===== src/rtl/halflife_pkg.sv =====
// Shared state encoding and halving rule for halflife_decay_timer.
// Define HALFLIFE_ROUND_EN to round each halving half-up instead of truncating.
package halflife_pkg;

  // Widest value the halving helper accepts; callers zero-extend into it.
  localparam int unsigned HL_MAX_W = 64;

  typedef enum logic [1:0] {
    IDLE   = 2'd0,
    DECAY  = 2'd1,
    FINISH = 2'd2
  } hl_state_t;

  function automatic logic [HL_MAX_W-1:0] halve_step(input logic [HL_MAX_W-1:0] v);
`ifdef HALFLIFE_ROUND_EN
    // Rounding 1 half-up gives 1 again, so it is forced to 0 to end the decay.
    if (v == HL_MAX_W'(1)) begin
      return '0;
    end
    return (v + HL_MAX_W'(1)) >> 1;
`else
    return v >> 1;
`endif
  endfunction

endpackage


===== src/rtl/halflife_prescaler.sv =====
// Half-life prescaler: counts enabled cycles and emits a one-cycle tick every
// P cycles, where P is latched on clear (a zero period is treated as 1).
module halflife_prescaler #(
  parameter int unsigned PRESCALE_W = 16
) (
  input  logic                  clk,
  input  logic                  reset,
  input  logic                  clear_i,
  input  logic                  enable_i,
  input  logic [PRESCALE_W-1:0] period_i,
  output logic                  tick_o
);

  logic [PRESCALE_W-1:0] count_q, count_d;
  logic [PRESCALE_W-1:0] period_q, period_d;

  assign tick_o = enable_i && !clear_i && (count_q == period_q - PRESCALE_W'(1));

  // NOTE: every always_comb output gets a default first, so no path can infer a latch.
  always_comb begin
    count_d  = count_q;
    period_d = period_q;
    if (clear_i) begin
      count_d  = '0;
      period_d = (period_i == '0) ? PRESCALE_W'(1) : period_i;
    end else if (enable_i) begin
      count_d = tick_o ? '0 : count_q + PRESCALE_W'(1);
    end
  end

  // NOTE: state registers use non-blocking assignments so all flops update together.
  always_ff @(posedge clk) begin
    if (reset) begin
      count_q  <= '0;
      period_q <= PRESCALE_W'(1);
    end else begin
      count_q  <= count_d;
      period_q <= period_d;
    end
  end

endmodule


===== src/rtl/halflife_decay_timer.sv =====
// Half-life decay timer: manual up/down/load value that decays by halving every
// latched half_period ticks after start. Rounding mode set by HALFLIFE_ROUND_EN.
module halflife_decay_timer
  import halflife_pkg::*;
#(
  parameter int unsigned WIDTH      = 8,
  parameter int unsigned PRESCALE_W = 16,
  parameter int unsigned HL_CNT_W   = 4
) (
  input  logic                  clk,
  input  logic                  reset,
  input  logic                  up,
  input  logic                  down,
  input  logic                  load,
  input  logic                  start,
  input  logic [WIDTH-1:0]      in,
  input  logic [PRESCALE_W-1:0] half_period,
  output logic [WIDTH-1:0]      out,
  output logic [HL_CNT_W-1:0]   halvings,
  output logic                  busy,
  output logic                  done
);

  hl_state_t             state_q, state_d;
  logic [WIDTH-1:0]      out_q, out_d;
  logic [HL_CNT_W-1:0]   halv_q, halv_d;
  logic [HL_CNT_W-1:0]   halv_inc;
  logic                  presc_clear;
  logic                  presc_en;
  logic                  tick;
  logic [HL_MAX_W-1:0]   halved_full;
  logic [WIDTH-1:0]      halved;
  logic                  unused_halved_hi;

  halflife_prescaler #(
    .PRESCALE_W(PRESCALE_W)
  ) u_prescaler (
    .clk      (clk),
    .reset    (reset),
    .clear_i  (presc_clear),
    .enable_i (presc_en),
    .period_i (half_period),
    .tick_o   (tick)
  );

  // A halved WIDTH-bit value always fits back in WIDTH bits; the upper bits are zero.
  assign halved_full      = halve_step(HL_MAX_W'(out_q));
  assign halved           = halved_full[WIDTH-1:0];
  assign unused_halved_hi = |halved_full[HL_MAX_W-1:WIDTH];

  assign halv_inc = (halv_q == '1) ? halv_q : halv_q + HL_CNT_W'(1);

  always_comb begin
    state_d     = state_q;
    out_d       = out_q;
    halv_d      = halv_q;
    presc_clear = 1'b0;
    presc_en    = 1'b0;

    unique case (state_q)
      IDLE: begin
        if (load) begin
          out_d = in;
        end else if (start) begin
          presc_clear = 1'b1;
          halv_d      = '0;
          state_d     = (out_q != '0) ? DECAY : FINISH;
        end else if (up && !down) begin
          out_d = out_q + WIDTH'(1);
        end else if (down && !up) begin
          out_d = out_q - WIDTH'(1);
        end
      end

      DECAY: begin
        if (load) begin
          out_d   = in;
          state_d = IDLE;
        end else begin
          presc_en = 1'b1;
          if (tick) begin
            out_d  = halved;
            halv_d = halv_inc;
            if (halved == '0) begin
              state_d = FINISH;
            end
          end
        end
      end

      FINISH: begin
        state_d = IDLE;
        if (load) begin
          out_d = in;
        end
      end

      default: state_d = IDLE;
    endcase
  end

  always_ff @(posedge clk) begin
    if (reset) begin
      state_q <= IDLE;
      out_q   <= '0;
      halv_q  <= '0;
    end else begin
      state_q <= state_d;
      out_q   <= out_d;
      halv_q  <= halv_d;
    end
  end

  assign out      = out_q;
  assign halvings = halv_q;
  assign busy     = (state_q == DECAY);
  assign done     = (state_q == FINISH);

endmodule


===== config.mk =====
export PLATFORM = sky130hd
export DESIGN_NAME = halflife_decay_timer
export DESIGN_NICKNAME = d
export VERILOG_FILES = /design/src/rtl/halflife_pkg.sv /design/src/rtl/halflife_prescaler.sv /design/src/rtl/halflife_decay_timer.sv
export SDC_FILE = /design/constraint.sdc
export NUM_CORES = 1
export LEC_CHECK = 0
export BUFFER_PORTS_ARGS = -buffer_cell sky130_fd_sc_hd__buf_4
export CORE_MARGIN = 2
export CORE_UTILIZATION = 40
export CTS_BUF_LIST = sky130_fd_sc_hd__clkbuf_8
export DETAILED_ROUTE_END_ITERATION = 16
export PLACE_DENSITY_LB_ADDON = 0.25
export SLEW_MARGIN = 0
export SYNTH_ARGS = -nofsm -noshare
export SYNTH_HDL_FRONTEND = slang
export SYNTH_SLANG_ARGS = --single-unit

===== constraint.sdc =====
create_clock -name clk -period 3.8 [get_ports clk]
set_clock_uncertainty 0.05 [all_clocks]
set_input_delay 0.76 -clock clk [delete_from_list [all_inputs] [get_ports clk]]
set_output_delay 0.76 -clock clk [all_outputs]
set_load 0.01 [all_outputs]

==> metrics.log <==
[metrics] status: finished clean
[metrics] cells along the critical path: inv_1 > ha_1 > or4b_1 > nor3_1 > mux2i_1 > a21oi_1 > or4_4 > o41a_2 > a211o_1 > a21oi_1
[metrics] average wire per cell in the routed design: 14.1 um
[metrics] diodes inserted: 0
[metrics] clock tree root driver cell: sky130_fd_sc_hd__clkbuf_8
[metrics] final weighted congestion in routability-driven placement: 0.877
[metrics] Hold WS: 0.462 ns
[metrics] type of element capturing the critical path: flip-flop
[metrics] post-detail-place hpwl: 5.36 mm
[metrics] part of the total power dissipated in the clock network: 18.2%
[metrics] cell-internal power: 1210 uW
[metrics] DRC Markers: 0
[metrics] Worst EP required: 3.98 ns
[metrics] final worst-path cycle share: 94.6%
[metrics] slowest cell on the critical path: sky130_fd_sc_hd__o41a_2
[metrics] biggest area contributors in the synthesized netlist: sky130_fd_sc_hd__dfxtp_1, sky130_fd_sc_hd__xor2_1, sky130_fd_sc_hd__ha_1
[metrics] post-layout instance count excluding filler cells: 507
[metrics] Psw: 798 uW
[metrics] final antenna-violating net count: 0
[metrics] top library cells by usage in the layout, fill and taps aside: sky130_fd_sc_hd__buf_4, sky130_fd_sc_hd__dfxtp_1, sky130_fd_sc_hd__nor2_1, sky130_fd_sc_hd__nand2_1, sky130_fd_sc_hd__xor2_1
[metrics] Crit path top cell by count: sky130_fd_sc_hd__a21oi_1
[metrics] area leader, netlist: sky130_fd_sc_hd__dfxtp_1
[metrics] number of enable-type register cells in the synthesized netlist: 0
[metrics] Post-Syn Nets: ~400
[metrics] average cell area after synthesis: 8.16 um2
[metrics] IO Count: 44
[metrics] Global Route met2 Usage: 31.0%
[metrics] Tightest Pin Transition: 1.27 ns
[metrics] proportion of synthesized chip area in sequential cells: 30.8%
[metrics] overall track demand over capacity in global routing: 18.0%
[metrics] number of vias per cell: 5.49
[metrics] total clock buffers created by CTS: 5
[metrics] max-cap violation count: 0
[metrics] Placed Instances: 499
[metrics] Final nets: 452
[metrics] setup fix buffers added after clock tree synthesis: 0
[metrics] FF+latch count, synth: 46
[metrics] relative contribution of combinational cells to total power: 48.9%
[metrics] total via count after detailed routing: 2785
[metrics] most common library cell in the layout ignoring fill and taps: sky130_fd_sc_hd__buf_4
[metrics] number of levels in the clock H-tree: 2
[metrics] Final Critical Period: 3.59 ns
[metrics] maximum vdd ir drop: 0.000432 V
[metrics] classification of the worst setup path: flip-flop to flip-flop
[metrics] antenna violations before repair: 0
[metrics] clock latency at the later pin of the worst-skew pair: 0.30 ns
[metrics] part of the power in registers: between 30% and 40%
[metrics] post-synthesis async set-or-reset flop share: 0%
[metrics] first-pass GRT wire length: 12.4 mm
[metrics] top cell type's share of synthesized area: 30.8%
[metrics] starting density of the core: 41.2%
[metrics] number of standard-cell rows in the floorplan: 31
[metrics] Die Wd: 90.4 um
[metrics] via count of the first global-routing pass: between 2000 and 3000
[metrics] Overflow after GRT: 0
[metrics] setup repair after global routing missed its margin: false
[metrics] GRT busiest layer: met2
[metrics] Syn-to-layout area delta: 18.0%
[metrics] share of layout cells above drive strength 1: 16.4%
[metrics] slowest cell delay on critical path: 0.60 ns
[metrics] path class of the lowest-slack min-delay path: flip-flop to flip-flop
[metrics] count of filler cells inserted in the layout: 727
[metrics] critical path peak fanout: 15
[metrics] post-synth cell types: 53
[metrics] Pre-antenna DRT Iters: 4
[metrics] TritonCTS clock tree: yes
[metrics] Slew Viols, Final: 0
[metrics] Mapped Cells: 366
[metrics] overall die area: 8180 um2
[metrics] vertical die dimension: 90.4 um
[metrics] clock transition at the register clock pins on the worst setup and hold paths after CTS: 0.09 ns
[metrics] PwrDens: 570 nW/um2
[metrics] maximum number of pins on one net before global-route repair: 24
[metrics] number of warnings reported in the yosys synthesis log: 0
[metrics] count of final hold-check violations: 0
[metrics] number of sinks handled by clock tree synthesis: 46
[metrics] number of DRC markers in iteration 0: 115
[metrics] Global Route met1 Usage: 23.4%
[metrics] Post-Place Setup Slack: -0.0264 ns
[metrics] crit path DAT: approximately 3.8 ns
[metrics] Worst Setup Start Kind: flip-flop
[metrics] min setup slack post-route: 0.206 ns
[metrics] leakage power: 0.00144 uW
[metrics] maximum achievable frequency: 0.278 GHz
[metrics] count of hold buffers inserted by post-cts repair: 0
[metrics] Finish-stage setup viols: 0
[metrics] core box area: 7250 um2
[metrics] Net Sw Frac: between 30% and 40%
[metrics] relative max-transition margin: 15.3%
[metrics] Port Buffer Count: 43
[metrics] maximum root-to-sink buffer count: 2
[metrics] global-route met3 utilization: 3.09%
[metrics] netlist area before placement: 2990 um2
[metrics] Total Routed Length: between 7 and 8 mm
[metrics] Post-synth top flop: sky130_fd_sc_hd__dfxtp_1
## power by group through the flow
stage                     Sequential, uW  Clock [uW]  Combinational [uW]
after global placement               673           0                 953
after global routing                 678         391                1100
after CTS                            663         373                 976
final                                662         365                 982
after detailed placement             674           0                 968
after floorplan                      660           0                 707
## registers in the layout, summed over array words and instances, names as in the netlist
| signal | cells |
|---|---|
| u_prescaler.count_q | 16 |
| u_prescaler.period_q | 16 |
| out | 8 |
| halvings | 4 |
| state_q | 2 |
## final cells by class
cell class,instances,area [um2],area share (%)
clock buffers,5,68.8,1.95
clock inverters,3,41.3,1.17
inverters,13,48.8,1.38
multi-input cells,292,1960,55.4
flip-flops and latches,46,921,26.1
well taps,99,124,3.51
repair buffers,49,368,10.4
## logic make-up after synthesis
kind of cell / Yosys count / synth area share, %
buffers and inverters: 28 / 3.81
and+or+nand+nor: 144 / 24.4
DFF: 46 / 30.8
muxes: 8 / 2.85
xor gates and xnor gates: 40 / 11.7
AOI/OAI and AO/OA: 85 / 19.8
adders and majority gates: 15 / 6.53
## Yosys cell counts (13+ instances only)
cell type and n:
sky130_fd_sc_hd__ha_1 14, sky130_fd_sc_hd__a22o_1 16, sky130_fd_sc_hd__o21ai_0 14, sky130_fd_sc_hd__nor2_1 35, sky130_fd_sc_hd__xor2_1 23, sky130_fd_sc_hd__a21oi_1 22, sky130_fd_sc_hd__inv_1 13, sky130_fd_sc_hd__xnor2_1 17
sky130_fd_sc_hd__dfxtp_1 46, sky130_fd_sc_hd__clkbuf_1 13, sky130_fd_sc_hd__nor3_1 15, sky130_fd_sc_hd__nand2_1 34
## critical path: cells and delay by family, from the launching register on
family / cells / cell delay [ns]
and+or+nand+nor: 3 / 1.42
AOI/OAI and AO/OA: 4 / 1.13
muxes: 1 / 0.23
DFF: 1 / 0.35
buffers and inverters: 1 / 0.09
adders and majority gates: 1 / 0.24
## routing by layer
| layer | part of all wire (%) | up-vias |
|---|---|---|
| met1 | 46 | 1327 |
| met2 | 49 | 59 |
| li1 | - | 1393 |
| met3 | 3.9 | 6 |
| met4 | 0.70 | 0 |
| met5 | 0 | - |
## per-stage QoR
step	util (%)	power (uW)	instance area (um2)	TNS, ns
after floorplan	-	1370	2990	0
after global placement	47.1	1630	3410	0
after detailed placement	47.1	1640	3410	-0.0264
after CTS	48.6	2010	3520	0
after global routing	48.6	2170	3530	0
final	48.6	2010	3530	0
## worst paths after layout
| kind | from | end | slack, ns | cells after the start |
|---|---|---|---|---|
| hold reg to reg | halvings[1] | halvings[1] | 0.46 | 2 |
| setup reg to reg | u_prescaler.period_q[0] | out[3] | 0.21 | 10 |
| setup / recovery | u_prescaler.period_q[0] | out[3] | 0.21 | 10 |
| hold / removal | halvings[1] | halvings[1] | 0.46 | 2 |
## what timing repair did
item / in CTS / in global routing
endpoints found under the setup margin: 0 / 7
hold endpoints to repair: 0 / 0
resized for setup: 0 / 2
Power figures use the tool's default switching activity.
